`src/rtl/lisa_qspi_arbiter_n.sv`:
```
// -----------------------------------------------------------------------------
// lisa_qspi_arbiter_n
// Arbitrates N request ports (index 0 = debug port) onto one QSPI controller.
// Client 0 can optionally preempt the round-robin among the other clients.
// A client may cancel before its first beat. A per-transfer watchdog aborts a
// transfer that has stalled and flags the owning client.
//
// Ports
//   clk, rst_n            : clock, synchronous active-low reset
//   c_addr/c_wdata/c_wstrb/c_valid/c_xfer_len/c_ce_ctrl
//                         : packed per-client request fields (client i at slice i)
//   c_rdata/c_ready/c_xfer_done/c_timeout
//                         : per-client responses, driven only for the owner
//   grant                 : one-hot owner, 0 when idle
//   dbg_custom_spi_cmd, dbg_cmd_quad_write
//                         : client 0 command overrides, forwarded only while
//                           client 0 owns the bus
//   addr/wdata/wstrb/valid/xfer_len/ce_ctrl/custom_spi_cmd/cmd_quad_write/abort
//                         : controller request side
//   rdata/ready/xfer_done : controller response side
// -----------------------------------------------------------------------------
module lisa_qspi_arbiter_n #(
    parameter int N_CLIENTS    = 4,
    parameter int CHIP_SELECTS = 2,
    parameter int PRIO_CLIENT0 = 1,
    parameter int TIMEOUT_CYC  = 255
) (
    input  logic                             clk,
    input  logic                             rst_n,
    input  logic [N_CLIENTS*24-1:0]          c_addr,
    input  logic [N_CLIENTS*16-1:0]          c_wdata,
    input  logic [N_CLIENTS*2-1:0]           c_wstrb,
    input  logic [N_CLIENTS-1:0]             c_valid,
    input  logic [N_CLIENTS*4-1:0]           c_xfer_len,
    input  logic [N_CLIENTS*CHIP_SELECTS-1:0] c_ce_ctrl,
    output logic [N_CLIENTS*16-1:0]          c_rdata,
    output logic [N_CLIENTS-1:0]             c_ready,
    output logic [N_CLIENTS-1:0]             c_xfer_done,
    output logic [N_CLIENTS-1:0]             c_timeout,
    output logic [N_CLIENTS-1:0]             grant,
    input  logic                             dbg_custom_spi_cmd,
    input  logic [7:0]                       dbg_cmd_quad_write,
    output logic [23:0]                      addr,
    output logic [15:0]                      wdata,
    output logic [1:0]                       wstrb,
    output logic                             valid,
    output logic [3:0]                       xfer_len,
    output logic [CHIP_SELECTS-1:0]          ce_ctrl,
    output logic                             custom_spi_cmd,
    output logic [7:0]                       cmd_quad_write,
    output logic                             abort,
    input  logic [15:0]                      rdata,
    input  logic                             ready,
    input  logic                             xfer_done
);

    localparam int SEL_W = $clog2(N_CLIENTS);
    localparam int TMR_W = (TIMEOUT_CYC > 0) ? $clog2(TIMEOUT_CYC + 1) : 1;
    localparam bit WD_EN = (TIMEOUT_CYC > 0);
    localparam bit PRIO0 = (PRIO_CLIENT0 != 0);
    localparam logic [SEL_W-1:0] RR_RESET = PRIO0 ? SEL_W'(1) : SEL_W'(0);
    localparam logic [TMR_W-1:0] TMR_LAST = WD_EN ? TMR_W'(TIMEOUT_CYC - 1) : TMR_W'(0);

    typedef enum logic [1:0] {
        ST_IDLE  = 2'd0,
        ST_GRANT = 2'd1,
        ST_BURST = 2'd2,
        ST_ABORT = 2'd3
    } state_e;

    // One-hot encoding of a client index.
    function automatic logic [N_CLIENTS-1:0] onehot(input logic [SEL_W-1:0] idx);
        logic [N_CLIENTS-1:0] one;
        one = {{(N_CLIENTS-1){1'b0}}, 1'b1};
        return one << idx;
    endfunction

    state_e                 state_q, state_d;
    logic [SEL_W-1:0]       sel_q, sel_d;
    logic [N_CLIENTS-1:0]   grant_q, grant_d;
    logic [SEL_W-1:0]       rr_ptr_q, rr_ptr_d;
    logic [TMR_W-1:0]       timer_q, timer_d;

    logic                   win_found_s;
    logic                   win_rr_s;
    logic [SEL_W-1:0]       win_idx_s;
    logic [SEL_W-1:0]       rr_next_s;
    logic                   wd_fire_s;

    // Arbitration: client 0 preempts when enabled, else scan from rr_ptr.
    always_comb begin : p_arb
        int idx;
        int nxt;
        idx         = 0;
        nxt         = 0;
        win_found_s = 1'b0;
        win_rr_s    = 1'b0;
        win_idx_s   = SEL_W'(0);
        rr_next_s   = rr_ptr_q;
        if (PRIO0 && c_valid[0]) begin
            win_found_s = 1'b1;
            win_idx_s   = SEL_W'(0);
        end else begin
            for (int off = 0; off < N_CLIENTS; off++) begin
                idx = int'(rr_ptr_q) + off;
                if (idx >= N_CLIENTS) begin
                    idx = idx - N_CLIENTS;
                end else begin
                    idx = idx;
                end
                if (!win_found_s && c_valid[idx] && !(PRIO0 && (idx == 0))) begin
                    win_found_s = 1'b1;
                    win_rr_s    = 1'b1;
                    win_idx_s   = SEL_W'(idx);
                end else begin
                    win_found_s = win_found_s;
                end
            end
            // Pointer moves to the next eligible index after the winner.
            nxt = int'(win_idx_s) + 1;
            if (nxt >= N_CLIENTS) begin
                nxt = PRIO0 ? 1 : 0;
            end else begin
                nxt = nxt;
            end
            rr_next_s = SEL_W'(nxt);
        end
    end

    // Watchdog expires in the last counted cycle unless the controller responds.
    always_comb begin
        wd_fire_s = WD_EN && (timer_q == TMR_LAST) && !ready && !xfer_done;
    end

    // Next-state logic of the ownership FSM and watchdog timer.
    always_comb begin
        state_d  = state_q;
        sel_d    = sel_q;
        grant_d  = grant_q;
        rr_ptr_d = rr_ptr_q;
        timer_d  = timer_q;
        case (state_q)
            ST_IDLE: begin
                timer_d = TMR_W'(0);
                if (win_found_s) begin
                    sel_d   = win_idx_s;
                    grant_d = onehot(win_idx_s);
                    state_d = ST_GRANT;
                    if (win_rr_s) begin
                        rr_ptr_d = rr_next_s;
                    end else begin
                        rr_ptr_d = rr_ptr_q;
                    end
                end else begin
                    state_d = ST_IDLE;
                end
            end
            ST_GRANT: begin
                if (xfer_done) begin
                    state_d = ST_IDLE;
                    grant_d = '0;
                end else if (ready) begin
                    state_d = ST_BURST;
                    timer_d = TMR_W'(0);
                end else if (!c_valid[sel_q]) begin
                    // Client withdrew before the first beat: release silently.
                    state_d = ST_IDLE;
                    grant_d = '0;
                end else if (wd_fire_s) begin
                    state_d = ST_ABORT;
                end else begin
                    timer_d = WD_EN ? timer_q + TMR_W'(1) : TMR_W'(0);
                end
            end
            ST_BURST: begin
                if (xfer_done) begin
                    state_d = ST_IDLE;
                    grant_d = '0;
                end else if (ready) begin
                    timer_d = TMR_W'(0);
                end else if (wd_fire_s) begin
                    state_d = ST_ABORT;
                end else begin
                    timer_d = WD_EN ? timer_q + TMR_W'(1) : TMR_W'(0);
                end
            end
            ST_ABORT: begin
                state_d = ST_IDLE;
                grant_d = '0;
                timer_d = TMR_W'(0);
            end
            default: begin
                state_d = ST_IDLE;
                grant_d = '0;
                timer_d = TMR_W'(0);
            end
        endcase
    end

    // State registers with synchronous active-low reset.
    always_ff @(posedge clk) begin
        if (!rst_n) begin
            state_q  <= ST_IDLE;
            sel_q    <= SEL_W'(0);
            grant_q  <= '0;
            rr_ptr_q <= RR_RESET;
            timer_q  <= TMR_W'(0);
        end else begin
            state_q  <= state_d;
            sel_q    <= sel_d;
            grant_q  <= grant_d;
            rr_ptr_q <= rr_ptr_d;
            timer_q  <= timer_d;
        end
    end

    // Request mux toward the controller and response routing to the owner.
    always_comb begin
        addr           = c_addr[int'(sel_q)*24 +: 24];
        wdata          = c_wdata[int'(sel_q)*16 +: 16];
        wstrb          = c_wstrb[int'(sel_q)*2 +: 2];
        xfer_len       = c_xfer_len[int'(sel_q)*4 +: 4];
        ce_ctrl        = c_ce_ctrl[int'(sel_q)*CHIP_SELECTS +: CHIP_SELECTS];
        valid          = (state_q == ST_GRANT) && c_valid[sel_q];
        abort          = (state_q == ST_ABORT);
        grant          = grant_q;
        custom_spi_cmd = grant_q[0] ? dbg_custom_spi_cmd : 1'b0;
        cmd_quad_write = grant_q[0] ? dbg_cmd_quad_write : 8'h00;
        c_rdata        = '0;
        c_ready        = '0;
        c_xfer_done    = '0;
        c_timeout      = '0;
        if (grant_q != '0) begin
            c_rdata[int'(sel_q)*16 +: 16] = rdata;
            c_ready[sel_q]                = ready;
            c_xfer_done[sel_q]            = xfer_done || (state_q == ST_ABORT);
            c_timeout[sel_q]              = (state_q == ST_ABORT);
        end else begin
            c_rdata = '0;
        end
    end

endmodule

```
`config.mk`:
```
export PLATFORM = sky130hd
export DESIGN_NAME = lisa_qspi_arbiter_n
export DESIGN_NICKNAME = d
export VERILOG_FILES = /design/src/rtl/lisa_qspi_arbiter_n.sv
export SDC_FILE = /design/constraint.sdc
export NUM_CORES = 1
export LEC_CHECK = 0
export ABC_AREA = 0
export CAP_MARGIN = 10
export CORE_AREA = 2 2 140 142
export DETAILED_ROUTE_END_ITERATION = 6
export DIE_AREA = 0 0 142 144
export PLACE_DENSITY = 0.52
export SETUP_SLACK_MARGIN = 0.4
export SLEW_MARGIN = 30
export SYNTH_ARGS = -nofsm -noshare
export SYNTH_HDL_FRONTEND = slang
export SYNTH_SLANG_ARGS = --single-unit
```
`constraint.sdc`:
```
create_clock -name clk -period 6.2 [get_ports clk]
set_input_delay 1.24 -clock clk [delete_from_list [all_inputs] [get_ports clk]]
set_output_delay 1.24 -clock clk [all_outputs]
set_load 0.03 [all_outputs]
```
# Word-level counts from Yosys, hierarchy flattened
# Cells that the tools add are included.
dict set report classes {
  shift 8
  eq_ne 12
  n_bitwise 5
  add_sub_neg 10
  n_lt_le_gt_ge 11
  mux 70
  multipliers 1
  n_reduce_logical 32
}
# operator n
set ops {}
lappend ops {{two-way mux 32 bit} 8}
lappend ops {{zero test 32 bit} 4}
lappend ops {{less-than comparator 32 x 4 -> 1 bit (second input constant)} 4}
lappend ops {{variable part select 96 x 8 -> 24 bit} 1}
lappend ops {{bitwise AND 64 bit} 1}
lappend ops {{two-way mux 64 bit} 1}
lappend ops {{variable shift 16 x 33 -> 64 bit (first input constant)} 1}
lappend ops {{variable part select 16 x 33 -> 64 bit} 1}
lappend ops {{variable part select 64 x 7 -> 16 bit} 1}
lappend ops {{two-way mux 8 bit} 7}
lappend ops {{negation 6 -> 33 bit} 1}
lappend ops {{two-way mux 4 bit} 8}
lappend ops {{two-way mux 2 bit} 13}
lappend ops {{two-way mux 1 bit} 24}
lappend ops {{one-hot mux 8 bit (3 select lines)} 1}
lappend ops {{one-hot mux 4 bit (4 select lines)} 1}
lappend ops {{variable part select 16 x 5 -> 4 bit} 1}
lappend ops {{variable part select 8 x 4 -> 2 bit} 2}
lappend ops {{bitwise AND 4 bit} 3}
lappend ops {{>= comparator 3 bit (second input constant)} 4}
lappend ops {{subtractor 3 x 3 -> 4 bit (second input constant)} 3}
lappend ops {{logical AND 1 bit} 11}
lappend ops {{binary-select mux 1 bit (select 2 bit)} 5}
lappend ops {{zero test 1 bit} 9}
lappend ops {{25 further kinds} 34}
dict set report totals {
  reg_bits 18
  word_cells 154
  output_inout_bits 139
  inputBits 225
}

# Depth between registers and ports, before layout
dict set report logic_depth {
  word_depth 28
  mapped_depth 10
  mapped_depth_nobuf 9
}

# Worst setup path before layout
# No wires, ideal clock.
dict set report synth_timing {
  path_kind {flip-flop to output port}
  start {register sel_q[1]}
  end {output c_rdata[10]}
  path_slack_ns 2.592
  arrival_time_ns 2.368
  path_stages_with_launch 8
  n_path_buf 3
  required_time_ns 4.960
  path_cell_list {dfxtp_1 clkbuf_1 clkbuf_1 inv_1 ha_1 nor4b_1 clkbuf_1 and2_1}
}
dict set report synth_between {
  elab_chain_cells 4
  word_cells_on_any_way 5
  classes_between {1 x add/sub; 2 x shift; 1 x mux; 1 x bitwise}
}
# element line
set synth_rtl {}
lappend synth_rtl {{from (decl)} 79} ;# logic [SEL_W-1:0] sel_q, sel_d;
lappend synth_rtl {{from (signal assigned)} 210} ;# sel_q <= sel_d;
lappend synth_rtl {{negation 6 -> 33 bit *} 234} ;# c_rdata[int'(sel_q)*16 +: 16] = rdata;
lappend synth_rtl {{variable part select 16 x 33 -> 64 bit / variable shift 16 x 33 -> 64 bit (equally long branches)} 234}
lappend synth_rtl {{bitwise AND 64 bit (no source line) *} -}
lappend synth_rtl {{two-way mux 64 bit *} 233} ;# if (grant_q != '0) begin
lappend synth_rtl {{to (decl)} 36} ;# output logic [N_CLIENTS*16-1:0] c_rdata,
# Every way passes the cells marked *; elsewhere a longest branch is shown, timed or not.

# Final worst setup path
dict set report layout_timing {
  start {input c_valid[0]}
  end {output valid}
}
dict set report layout_between {
  elab_chain_cells 3
}
# element line
set layout_rtl {}
lappend layout_rtl {{from (decl)} 33} ;# input logic [N_CLIENTS-1:0] c_valid,
lappend layout_rtl {{binary-select mux 1 bit (select 2 bit)} 224} ;# valid = (state_q == ST_GRANT) && c_valid[sel_q];
lappend layout_rtl {{two-way mux 1 bit (implied by the code)} 224}
lappend layout_rtl {{logical AND 1 bit} 224}
lappend layout_rtl {{to (decl)} 46} ;# output logic valid,
# Every way passes these cells. The select of a mux whose other input is x is not followed.

==> results.sh <==
export IMPL_status="finished clean"
export IMPL_clockBufferDepth=2
export IMPL_ys_seq_elements=18
export IMPL_start_util_pct=16.20
export IMPL_critPathMaxFanout=9
export IMPL_grt_pass1_wl_um=26540
export IMPL_routed_wl_um=19030
export IMPL_cts_resized=0
export IMPL_worst_setup_path_start_kind="input port"
export IMPL_rsz0062_at_grt="no"
export IMPL_pwr_share_seq_pct=10.3
export IMPL_wl_per_cell_um=21.10
export IMPL_synth_top_cell_area_share_pct=36.44
export IMPL_dp_worst_setup_slack_ns=1.753
export IMPL_grt_usage_pct=17.57
export IMPL_ys_seq_area_share_pct=11.66
export IMPL_dieWidth_um=142
export IMPL_yosys_area_top_type="mux4_2"
export IMPL_synth_edf_count=0
export IMPL_relSlewSlack_pct=47.18
export IMPL_hold_end="grant[2]"
export IMPL_io_pins=364
export IMPL_hpwlAfterDp_um=16590
export IMPL_area_growth_synth_to_final_pct=130.1
export IMPL_synthesis_nets=554
export IMPL_setup_ws_ns=1.761
export IMPL_placed_area_um2=7015
export IMPL_crit_path_max_incr_delay_ns=0.61
export IMPL_fin_setup_tns_ns=0
export IMPL_switching_share_pct=47.51
export IMPL_die_h_um=144
export IMPL_cts_root_buf="clkbuf_16"
export IMPL_cts_buffers=3
export IMPL_gr_total_overflow=0
export IMPL_final_max_slew_viol_count=0
export IMPL_power_density_nw_per_um2=234.1
export IMPL_hold_class="register to register"
export IMPL_setup_viol=0
export IMPL_fp_coreArea_um2=19080
export IMPL_hold_viol=0
export IMPL_netlist_top_cells_area="mux4_2 (36%), and2_1 (15%), dfxtp_1 (12%), ha_1 (6.5%), nor2_1 (2.3%)"
export IMPL_hp_start="grant[2]"
export IMPL_vias=4046
export IMPL_syn_area_um2=3090
export IMPL_cts_tree="yes"
export IMPL_tightest_slew_ns=0.7890
export IMPL_drive_above_1_share_pct=10.56
export IMPL_synth_ff_type="dfxtp_1"
export IMPL_synthCells=313
export IMPL_clock_sinks=18
export IMPL_max_freq_mhz=225.3
export IMPL_post_route_drc_count=0
export IMPL_ir_drop_uv=100.6
export IMPL_path_clk_slew_ns=0.05
export IMPL_p_int_mw=0.8735
export IMPL_critPathRequiredTime_ns=4.96
export IMPL_power_mw=1.664
export IMPL_critPathKind="input port to output pin"
export IMPL_dieArea_um2=20450
export IMPL_ys_warn_count=0
export IMPL_timing_rr_end="rr_ptr_q[1]"
export IMPL_async_flop_share_pct=0
export IMPL_placementRows=51
export IMPL_cts_hold_buf=0
export IMPL_first_pass_iters=4
export IMPL_dp_cells=897
export IMPL_combPwrFrac_pct=81.3
export IMPL_post_cts_buffers=0
export IMPL_syn_avg_cell_area_um2=9.874
export IMPL_ant_nets=0
export IMPL_first_global_vias=4196
export IMPL_crit_chain="clkdlybuf4s50_1 -> mux4_2 -> and2_1 -> clkdlybuf4s50_1"
export IMPL_fin_cells=902
export IMPL_p_leak_nw=2.545
export IMPL_final_core_util_pct=37.27
export IMPL_worstPathArrival_ns=3.20
export IMPL_grt_start_max_net_pins=51
export IMPL_worstSetupEndpointType="output pin"
export IMPL_path_common_cell="clkdlybuf4s50_1"
export IMPL_ff2ff_path_depth=9
export IMPL_p_sw_mw=0.7908
export IMPL_min_period_ns=4.439
export IMPL_fin_nets=905
export IMPL_synth_distinct_cells=53
export IMPL_fin_crit_sh_pct=71.60
export IMPL_synth_most_common_cell="and2_1"
export IMPL_via_per_inst=4.486
export IMPL_place_congestion=0.9003
export IMPL_cts_htree_levels=1
export IMPL_antenna_found_initial=1
export IMPL_worstHoldPathCells=2
export IMPL_clock_skew_ns=0.0004369
export IMPL_cp_slowest_cell="clkdlybuf4s50_1"
export IMPL_holdWs_ns=0.4857
export IMPL_clkPwrFrac_pct=8.4
export IMPL_synthTopCellsByCount="and2_1 (74), mux4_2 (50), nor2_1 (19)"
export IMPL_port_buffer_count=363
export IMPL_regToRegStartpoint="rr_ptr_q[0]"
export IMPL_r2r_slack_ns=3.09
export IMPL_design_area_um2=7111
export IMPL_clk_latency_ns=0.24
export IMPL_drt_iter0_markers=159
export IMPL_maxCapViolCount=0
layout make-up:
type                            instances  area (µm²)
Sequential cell                        18       365.4
Antenna cell                            1       2.502
Inverter                                8       30.03
Fill cell                            1929       11970
Tap cell                              238       297.8
Timing Repair Buffer                  366        3660
Multi-Input combinational cell        267        2666
Clock buffer                            4       88.84
cell usage in the layout (no fill, tap or decap), types with 3 or more instances in the layout:
cell type        netlist  final
nand4_1                4      4
and3_1                10     10
ha_1                  16     16
nor2_1                19     19
mux2i_1                5      5
inv_1                  8      8
clkbuf_16              0      3
nand2_1               16     16
nor3_1                 4      4
nor4b_4                0      3
clkdlybuf4s50_1        0    363
nand2b_1               5      5
and2_1                74     74
dfxtp_1               18     16
o21a_1                 3      3
nand3_1                5      5
o21ai_0                3      3
a21oi_1                6      6
xor2_1                 4      4
mux4_2                50     50
per-layer routing:
layer / routed length [µm] / global-route usage (%)
met1: 7339 / 20.46
met2: 9465 / 31.50
met3: 2117 / 6.623
met4: 112 / 2.316
met5: 0 / 0
cell families after synthesis:
group                      synth area share, %
AOI/OAI and AO/OA                        7.652
muxes                                    39.27
buffers and inverters                    3.725
DFF                                      11.66
adders and majority gates                6.478
and+or+nand+nor                          29.80
xor gates and xnor gates                 1.417
power groups by stage:
stage               clock (mW)  combinational, mW  sequential (mW)
floorplan                    0              0.789            0.159
global placement             0               1.34            0.172
detailed placement           0               1.36            0.175
CTS                      0.144               1.37            0.173
global route             0.148               1.44            0.177
finish                   0.140               1.35            0.171
critical path: cells and delay by family:
family	cells	cell delay (ns)
buf+inv	2	1.17
mux	1	0.58
simple gates	1	0.20
worst max-delay path by stage:
stage | start | endpoint | slack [ns]
final | c_valid[0] | valid | 1.76
after global routing | sel_q[0] | c_rdata[15] | 1.64
after CTS | c_valid[0] | valid | 1.75
after detailed placement | c_valid[0] | valid | 1.75
after global placement | c_valid[0] | valid | 1.79
after floorplan | sel_q[1] | c_rdata[10] | 2.59
sequential cells by signal (all words and copies together), names as in the netlist:
register,flops
grant,4
rr_ptr_q,2
sel_q,2
state_q,2
timer_q,8
(Power assumes the default switching activity.)
